### src/rtl/sr_pkg.sv
// Shared codes for the universal shift register and its frame FSM.
// The transmitter side uses the same shift-mode encoding.
package sr_pkg;

  localparam logic [1:0] S_IDLE = 2'b00;
  localparam logic [1:0] S_DATA = 2'b01;
  localparam logic [1:0] S_STOP = 2'b10;

  localparam logic [1:0] M_HOLD = 2'b00;
  localparam logic [1:0] M_SR   = 2'b01;
  localparam logic [1:0] M_SL   = 2'b10;
  localparam logic [1:0] M_LD   = 2'b11;

endpackage

### src/rtl/unv_shreg_core.sv
// Universal shift register: hold, shift right, shift left, parallel load.
// Mode codes are shared with the transmitter.
module unv_shreg_core
  import sr_pkg::*;
#(
  parameter int W = 4
) (
  input  logic         in_clk,
  input  logic         in_rst,
  input  logic [1:0]   in_m,
  input  logic         in_sir,
  input  logic         in_sil,
  input  logic [W-1:0] in_l,
  output logic [W-1:0] o_q
);

  logic [W-1:0] r_q;

  always_ff @(posedge in_clk) begin
    if (in_rst) begin
      r_q <= '0;
    end else begin
      case (in_m)
        M_SR:    r_q <= {in_sir, r_q[W-1:1]};
        M_SL:    r_q <= {r_q[W-2:0], in_sil};
        M_LD:    r_q <= in_l;
        default: r_q <= r_q;
      endcase
    end
  end

  assign o_q = r_q;

endmodule

### src/rtl/sipo_frame_rx.sv
// Start/stop framed serial receiver with selectable bit order.
// Good frames update o_q and the wrapping frame counter.
module sipo_frame_rx
  import sr_pkg::*;
#(
  parameter int W      = 4,
  parameter int FCNT_W = 8
) (
  input  logic              in_clk,
  input  logic              in_rst,
  input  logic              in_sd,
  input  logic              in_sv,
  input  logic              in_dir,
  output logic [W-1:0]      o_q,
  output logic              o_vld,
  output logic              o_ferr,
  output logic              o_busy,
  output logic [FCNT_W-1:0] o_fcnt
);

  localparam int CW = $clog2(W + 1);
  localparam logic [CW-1:0] LAST = CW'(W - 1);

  logic [1:0]    r_state;
  logic          r_dir;
  logic [CW-1:0] r_cnt;
  logic [1:0]    w_m;
  logic [W-1:0]  w_sh;

  // Shifting happens only on strobed data bits, in the latched order.
  always_comb begin
    w_m = M_HOLD;
    if (in_sv && r_state == S_DATA)
      w_m = r_dir ? M_SL : M_SR;
  end

  unv_shreg_core #(.W(W)) u_shreg (
    .in_clk (in_clk),
    .in_rst (in_rst),
    .in_m   (w_m),
    .in_sir (in_sd),
    .in_sil (in_sd),
    .in_l   ('0),
    .o_q    (w_sh)
  );

  always_ff @(posedge in_clk) begin
    if (in_rst) begin
      r_state <= S_IDLE;
      r_dir   <= 1'b0;
      r_cnt   <= '0;
      o_q     <= '0;
      o_vld   <= 1'b0;
      o_ferr  <= 1'b0;
      o_fcnt  <= '0;
    end else begin
      o_vld  <= 1'b0;
      o_ferr <= 1'b0;
      if (in_sv) begin
        case (r_state)
          S_IDLE: begin
            if (!in_sd) begin
              r_state <= S_DATA;
              r_dir   <= in_dir;
              r_cnt   <= '0;
            end
          end
          S_DATA: begin
            r_cnt <= r_cnt + 1'b1;
            if (r_cnt == LAST)
              r_state <= S_STOP;
          end
          S_STOP: begin
            r_state <= S_IDLE;
            if (in_sd) begin
              o_q    <= w_sh;
              o_vld  <= 1'b1;
              o_fcnt <= o_fcnt + 1'b1;
            end else begin
              o_ferr <= 1'b1;
            end
          end
          default: r_state <= S_IDLE;
        endcase
      end
    end
  end

  assign o_busy = (r_state == S_DATA) || (r_state == S_STOP);

endmodule

### config.mk
export PLATFORM = sky130hd
export DESIGN_NAME = sipo_frame_rx
export DESIGN_NICKNAME = d
export VERILOG_FILES = /design/src/rtl/sr_pkg.sv /design/src/rtl/unv_shreg_core.sv /design/src/rtl/sipo_frame_rx.sv
export SDC_FILE = /design/constraint.sdc
export NUM_CORES = 1
export LEC_CHECK = 0
export CORE_ASPECT_RATIO = 1.2
export CORE_UTILIZATION = 45
export CTS_BUF_LIST = sky130_fd_sc_hd__clkbuf_4
export DETAILED_ROUTE_END_ITERATION = 12
export PLACE_DENSITY = 0.79
export SYNTH_ARGS = -nofsm -noshare
export SYNTH_HDL_FRONTEND = slang
export SYNTH_SLANG_ARGS = --single-unit
### constraint.sdc
create_clock -name in_clk -period 2.5 [get_ports in_clk]
set_input_delay 0.75 -clock in_clk [delete_from_list [all_inputs] [get_ports in_clk]]
set_output_delay 0.75 -clock in_clk [all_outputs]
set_load 0.01 [all_outputs]
### After elaboration in Yosys (flattened, before gate mapping)

Index checks and enable logic that the tools add are counted.

| cells by class | value |
|---|---|
| muxes and demuxes | 10 |
| bitwise logic cells | 3 |
| equal/unequal tests | 8 |
| add/subtract/negate cells | 2 |
| reduce and logical (&&, ||, !) cells | 10 |

Operator list:

| operator | number |
|---|---|
| case mux 4 bit (3 select lines) | 1 |
| AND reduction 3 bit | 4 |
| adder 8 x 1 -> 8 bit (second input constant) | 1 |
| two-way mux 2 bit | 4 |
| equality test 2 bit (second input constant) | 3 |
| case mux 3 bit (2 select lines) | 1 |
| equality test 2 x 1 -> 1 bit (second input constant) | 2 |
| case mux 2 bit (2 select lines) | 1 |
| adder 3 x 1 -> 3 bit (second input constant) | 1 |
| equality test 3 x 2 -> 1 bit (second input constant) | 1 |
| two-way mux 3 bit | 1 |
| NOT 1 bit | 3 |
| nonzero test 3 bit | 1 |
| OR reduction 3 bit | 1 |
| zero test 2 bit | 1 |
| two-way mux 1 bit | 2 |
| != test 2 x 1 -> 1 bit (second input constant) | 1 |
| != test 2 bit (second input constant) | 1 |
| nonzero test 2 bit | 1 |
| logical AND 1 bit | 1 |
| logical OR 1 bit | 1 |

| storage, ports and cells | value |
|---|---|
| bits of input ports | 5 |
| logic and storage cells | 41 |
| output and inout bits | 15 |
| flip-flop bits (word level) | 24 |

### Depth between registers and ports, before layout

| depth | value |
|---|---|
| depth in word-level cells | 5 |
| depth in mapped cells | 6 |
| mapped depth without buffers | 5 |

### By module

From an unflattened synthesis, not the netlist that was laid out.

| unflattened totals | value |
|---|---|
| cells, all modules | 118 |
| area, all modules | 1,093.5 um^2 |

Modules (own cells, without submodules):

| module | area an instance (um^2) | times used | cells an instance |
|---|---|---|---|
| sipo_frame_rx | 898.4 | 1 | 106 |
| unv_shreg_core | 195.2 | 1 | 12 |

### Worst setup path after synthesis

OpenSTA, ideal clock, no wires.

| timing path | value |
|---|---|
| kind | input -> register |
| start | input port in_sv |
| end | register o_fcnt[7] |
| required time | 2.379 ns |
| setup slack | 0.680 ns |
| stages | 5 |
| arrival | 1.700 ns |
| setup time | 0.121 ns |
| cells stage by stage | buf_4 nand3_4 buf_6 nor4_1 mux2_2 |

| on the way | value |
|---|---|
| word-level cells in the longest chain between the ends | 1 |

Ends and longest elaborated chain:

| element | line | text |
|---|---|---|
| from (decl) | sipo_frame_rx.sv:12 | `input logic in_sv,` |
| AND reduction 3 bit (no line) | -- |  |
| to (signal assigned) | sipo_frame_rx.sv:78 | `o_fcnt <= o_fcnt + 1'b1;` |
| to (decl) | sipo_frame_rx.sv:18 | `output logic [FCNT_W-1:0] o_fcnt` |

No other way between the ends.
A chain may end at the register's enable or synchronous reset.

### Final worst setup path

| timing path | value |
|---|---|
| start | register r_state[0] |
| end | output port o_busy |

| on the way | value |
|---|---|
| word-level cells in the longest chain between the ends | 2 |
| elaborated cells on any way between the ends | 3 |
| classes of those cells | eq/ne: 2; reduce/logical: 1 |

Ends and longest elaborated chain:

| element | line | text |
|---|---|---|
| from (decl) | sipo_frame_rx.sv:24 | `logic [1:0] r_state;` |
| from (signal assigned) | sipo_frame_rx.sv:49 | `r_state <= S_IDLE;` |
| from (signal assigned) | sipo_frame_rx.sv:63 | `r_state <= S_DATA;` |
| from (signal assigned) | sipo_frame_rx.sv:71 | `r_state <= S_STOP;` |
| equality test 2 x 1 -> 1 bit or equality test 2 bit (tied branches) | sipo_frame_rx.sv:89 | `assign o_busy = (r_state == S_DATA) \|\| (r_state == S_STOP);` |
| logical OR 1 bit * | sipo_frame_rx.sv:89 |  |
| to (decl) | sipo_frame_rx.sv:17 | `output logic o_busy,` |

Mark *: on every way between the ends. The rest lies on a longest branch, timed or not.

==> impl_metrics.json <==
{
  "drive_above_1_share_pct": 8.966,
  "setup_viol": 0,
  "area_growth_pct": 23.00,
  "drt-initial-drc-count": 17,
  "clock-sinks": 24,
  "status": "finished clean",
  "rsz0062_at_grt": "no",
  "grt.busiest_layer": "met2",
  "finalCritPeriodShare_pct": 95.36,
  "cts_setup_buffers": 0,
  "crit_arrival_ns": 1.63,
  "avgSynthCellArea_um2": 8.867,
  "leakagePower_uw": 0.0004799,
  "cts.clk_slew.worst_paths_ns": 0.14,
  "ios": 20,
  "wl_per_cell_um": 12.80,
  "synth-seq-area-share_pct": 42.67,
  "swShare_pct": 21.61,
  "core-area_um2": 2330,
  "numCtsBuffers": 3,
  "pre_cts_ws_ns": 0.1960,
  "wl_mm": 2.252,
  "p_seq_share_pct": 53.6,
  "p_per_area_nw_per_um2": 532.2,
  "use_met3_pct": 4.502,
  "grt_overflow_total": 0,
  "ant_nets": 0,
  "worst-setup-path-type": "register to output port",
  "gr-usage-all-layers_pct": 19.09,
  "cp_slowest_stage_delay_ns": 0.54,
  "use_met2_pct": 32.29,
  "async_flop_share_pct": 0,
  "syn_nets": 139,
  "fin_setup_tns_ns": 0,
  "fin_crit_ns": 2.384,
  "cts.path.max_buffers": 2,
  "synth-main-ff-cell": "dfxtp_1",
  "grt_pass1_wl_mm": 3.760,
  "antenna_cells": 0,
  "vias": 965,
  "drc": 0,
  "firstDrtPassIters": 3,
  "cp_data_required_time_ns": 1.75,
  "fin_ws_ns": 0.1160,
  "setup.worst_path.end_class": "output port",
  "ir_drop_mv": 0.3427,
  "clk_latency_ns": 0.32,
  "gp_congestion": 0.8331,
  "nets": 158,
  "yosysMostFrequentCell": "dfxtp_1",
  "cts-root-buf": "clkbuf_4",
  "yosys-top-cells-count": "24 x dfxtp_1, 13 x a21oi_1, 13 x nand2_1",
  "die_area_um2": 2707,
  "cp_cell_sequence": "inv_1 > ha_1 > clkdlybuf4s50_1",
  "synthTopCellsByArea": "dfxtp_1 43%, ha_1 7.8%, a21oi_1 5.8%",
  "grt_max_degree": 15,
  "cts_tree": "yes",
  "worstHoldPathType": "register to register",
  "cp-start-kind": "register",
  "intPower_uw": 577.8,
  "fmax_mhz": 419.5,
  "cap_viol_max_count": 0,
  "antenna_found_initial": 0,
  "port_buffers": 19,
  "synth_cell_type_count": 33,
  "cts_hold_buf": 0,
  "comb_power_share_pct": 8.0,
  "synth_edf_count": 0,
  "ys_ff_latch": 24,
  "finalHoldViolCount": 0,
  "die_w_um": 47.67,
  "syn_area_um2": 1126,
  "slew_headroom_pct": 69.85,
  "crit_fanout": 4,
  "worst_pin_slew_ns": 0.4482,
  "p_switching_uw": 159.3,
  "final_max_slew_viol_count": 0,
  "cts_resized": 0,
  "use_met1_pct": 19.80,
  "yosys.area.top_type": "dfxtp_1",
  "htree_levels": 1,
  "dpl.hpwl_mm": 1.689,
  "fin_skew_ns": 0.007765,
  "start_util_pct": 48.34,
  "p_clk_share_pct": 38.4,
  "die_y_um": 56.80,
  "grt_pass1_vias": 940,
  "vias_per_cell": 5.483,
  "whs_ns": 0.4697,
  "crit_slowest_cell": "clkdlybuf4s50_1",
  "synth_top_cell_area_share_pct": 42.67,
  "row_count": 19,
  "yosys_warnings": 0,
  "postSynthCellCount": 127
}
-- worst max-delay path: cells and delay by family (launching register included) --
family,cells,cell delay (ns)
adder cells (fa/ha/maj),1,0.28
buffers and inverters,2,0.62
flip-flops,1,0.41
-- placed cells by master (no fill, tap or decap), drive strengths merged, types with 3 or more instances in the layout --
cell and n:
clkbuf 3, nand2 13, a21oi 13, nor2 11, o21ai 5, mux2i 5, a211oi 4, ha 7
clkdlybuf4s50 19, nand4 3, inv 7, dfxtp 24, buf 4
-- metal layers --
| metal | part of all wire, % | vias to the layer above |
|---|---|---|
| li1 | - | 473 |
| met1 | 43 | 464 |
| met2 | 51 | 20 |
| met3 | 3.6 | 8 |
| met4 | 2.5 | 0 |
| met5 | 0 | - |
-- state kept, by name (all words and copies together) (netlist names) --
name / count
o_q: 4
r_state: 2
o_fcnt: 8
r_cnt: 3
u_shreg.o_q: 4
o_vld: 1
o_ferr: 1
r_dir: 1
-- path summary, 6_finish.rpt --
| path | from | endpoint | slack [ns] | cells after the start |
|---|---|---|---|---|
| worst min register to register | o_q[3]$_SDFFE_PP0P_ | o_q[3]$_SDFFE_PP0P_ | 0.47 | 2 |
| worst min-delay path | o_q[3]$_SDFFE_PP0P_ | o_q[3]$_SDFFE_PP0P_ | 0.47 | 2 |
| worst max register to register | r_state[0]$_SDFFE_PP0P_ | o_fcnt[7]$_SDFFE_PP0P_ | 0.86 | 5 |
| worst max-delay path | r_state[0]$_SDFFE_PP0P_ | o_busy | 0.12 | 3 |
-- per-stage QoR --
step | instance area (µm²) | std cells | power [µW] | util [%]
after floorplan | 1126 | 127 | 443.2 | -
after global placement | 1333 | 172 | 459.5 | 57.20
after CTS | 1385 | 176 | 743.8 | 59.45
after detailed placement | 1333 | 172 | 461.7 | 57.20
after global routing | 1385 | 176 | 769.0 | 59.45
final | 1385 | 176 | 737.1 | 59.45
-- power by group through the flow --
| stage | Combinational, µW | Sequential (µW) | Clock (µW) |
|---|---|---|---|
| after CTS | 58.8 | 395 | 290 |
| after global placement | 56.3 | 403 | 0 |
| after global routing | 65.8 | 396 | 307 |
| after detailed placement | 58.2 | 403 | 0 |
| after floorplan | 42.6 | 401 | 0 |
| final | 59.1 | 395 | 283 |
-- cell families after synthesis --
logic type / after synthesis / share of synthesized area, %
flops: 24 / 42.67
compound gates: 28 / 14.89
buf+inv: 16 / 7.000
fa+ha+maj: 7 / 7.777
xor+xnor: 2 / 1.556
mux: 6 / 5.445
simple gates: 44 / 20.67
-- final cells by class --
| cell class | instances | area [µm²] |
|---|---|---|
| clock buffer | 3 | 22.52 |
| clock inverter | 1 | 30.03 |
| fill | 223 | 944.7 |
| inverter | 7 | 26.28 |
| multi-input combinational | 87 | 566.8 |
| sequential | 24 | 480.5 |
| tap | 31 | 38.79 |
| timing repair buffer | 23 | 220.2 |
No activity file was read; power rests on OpenSTA's default activity.
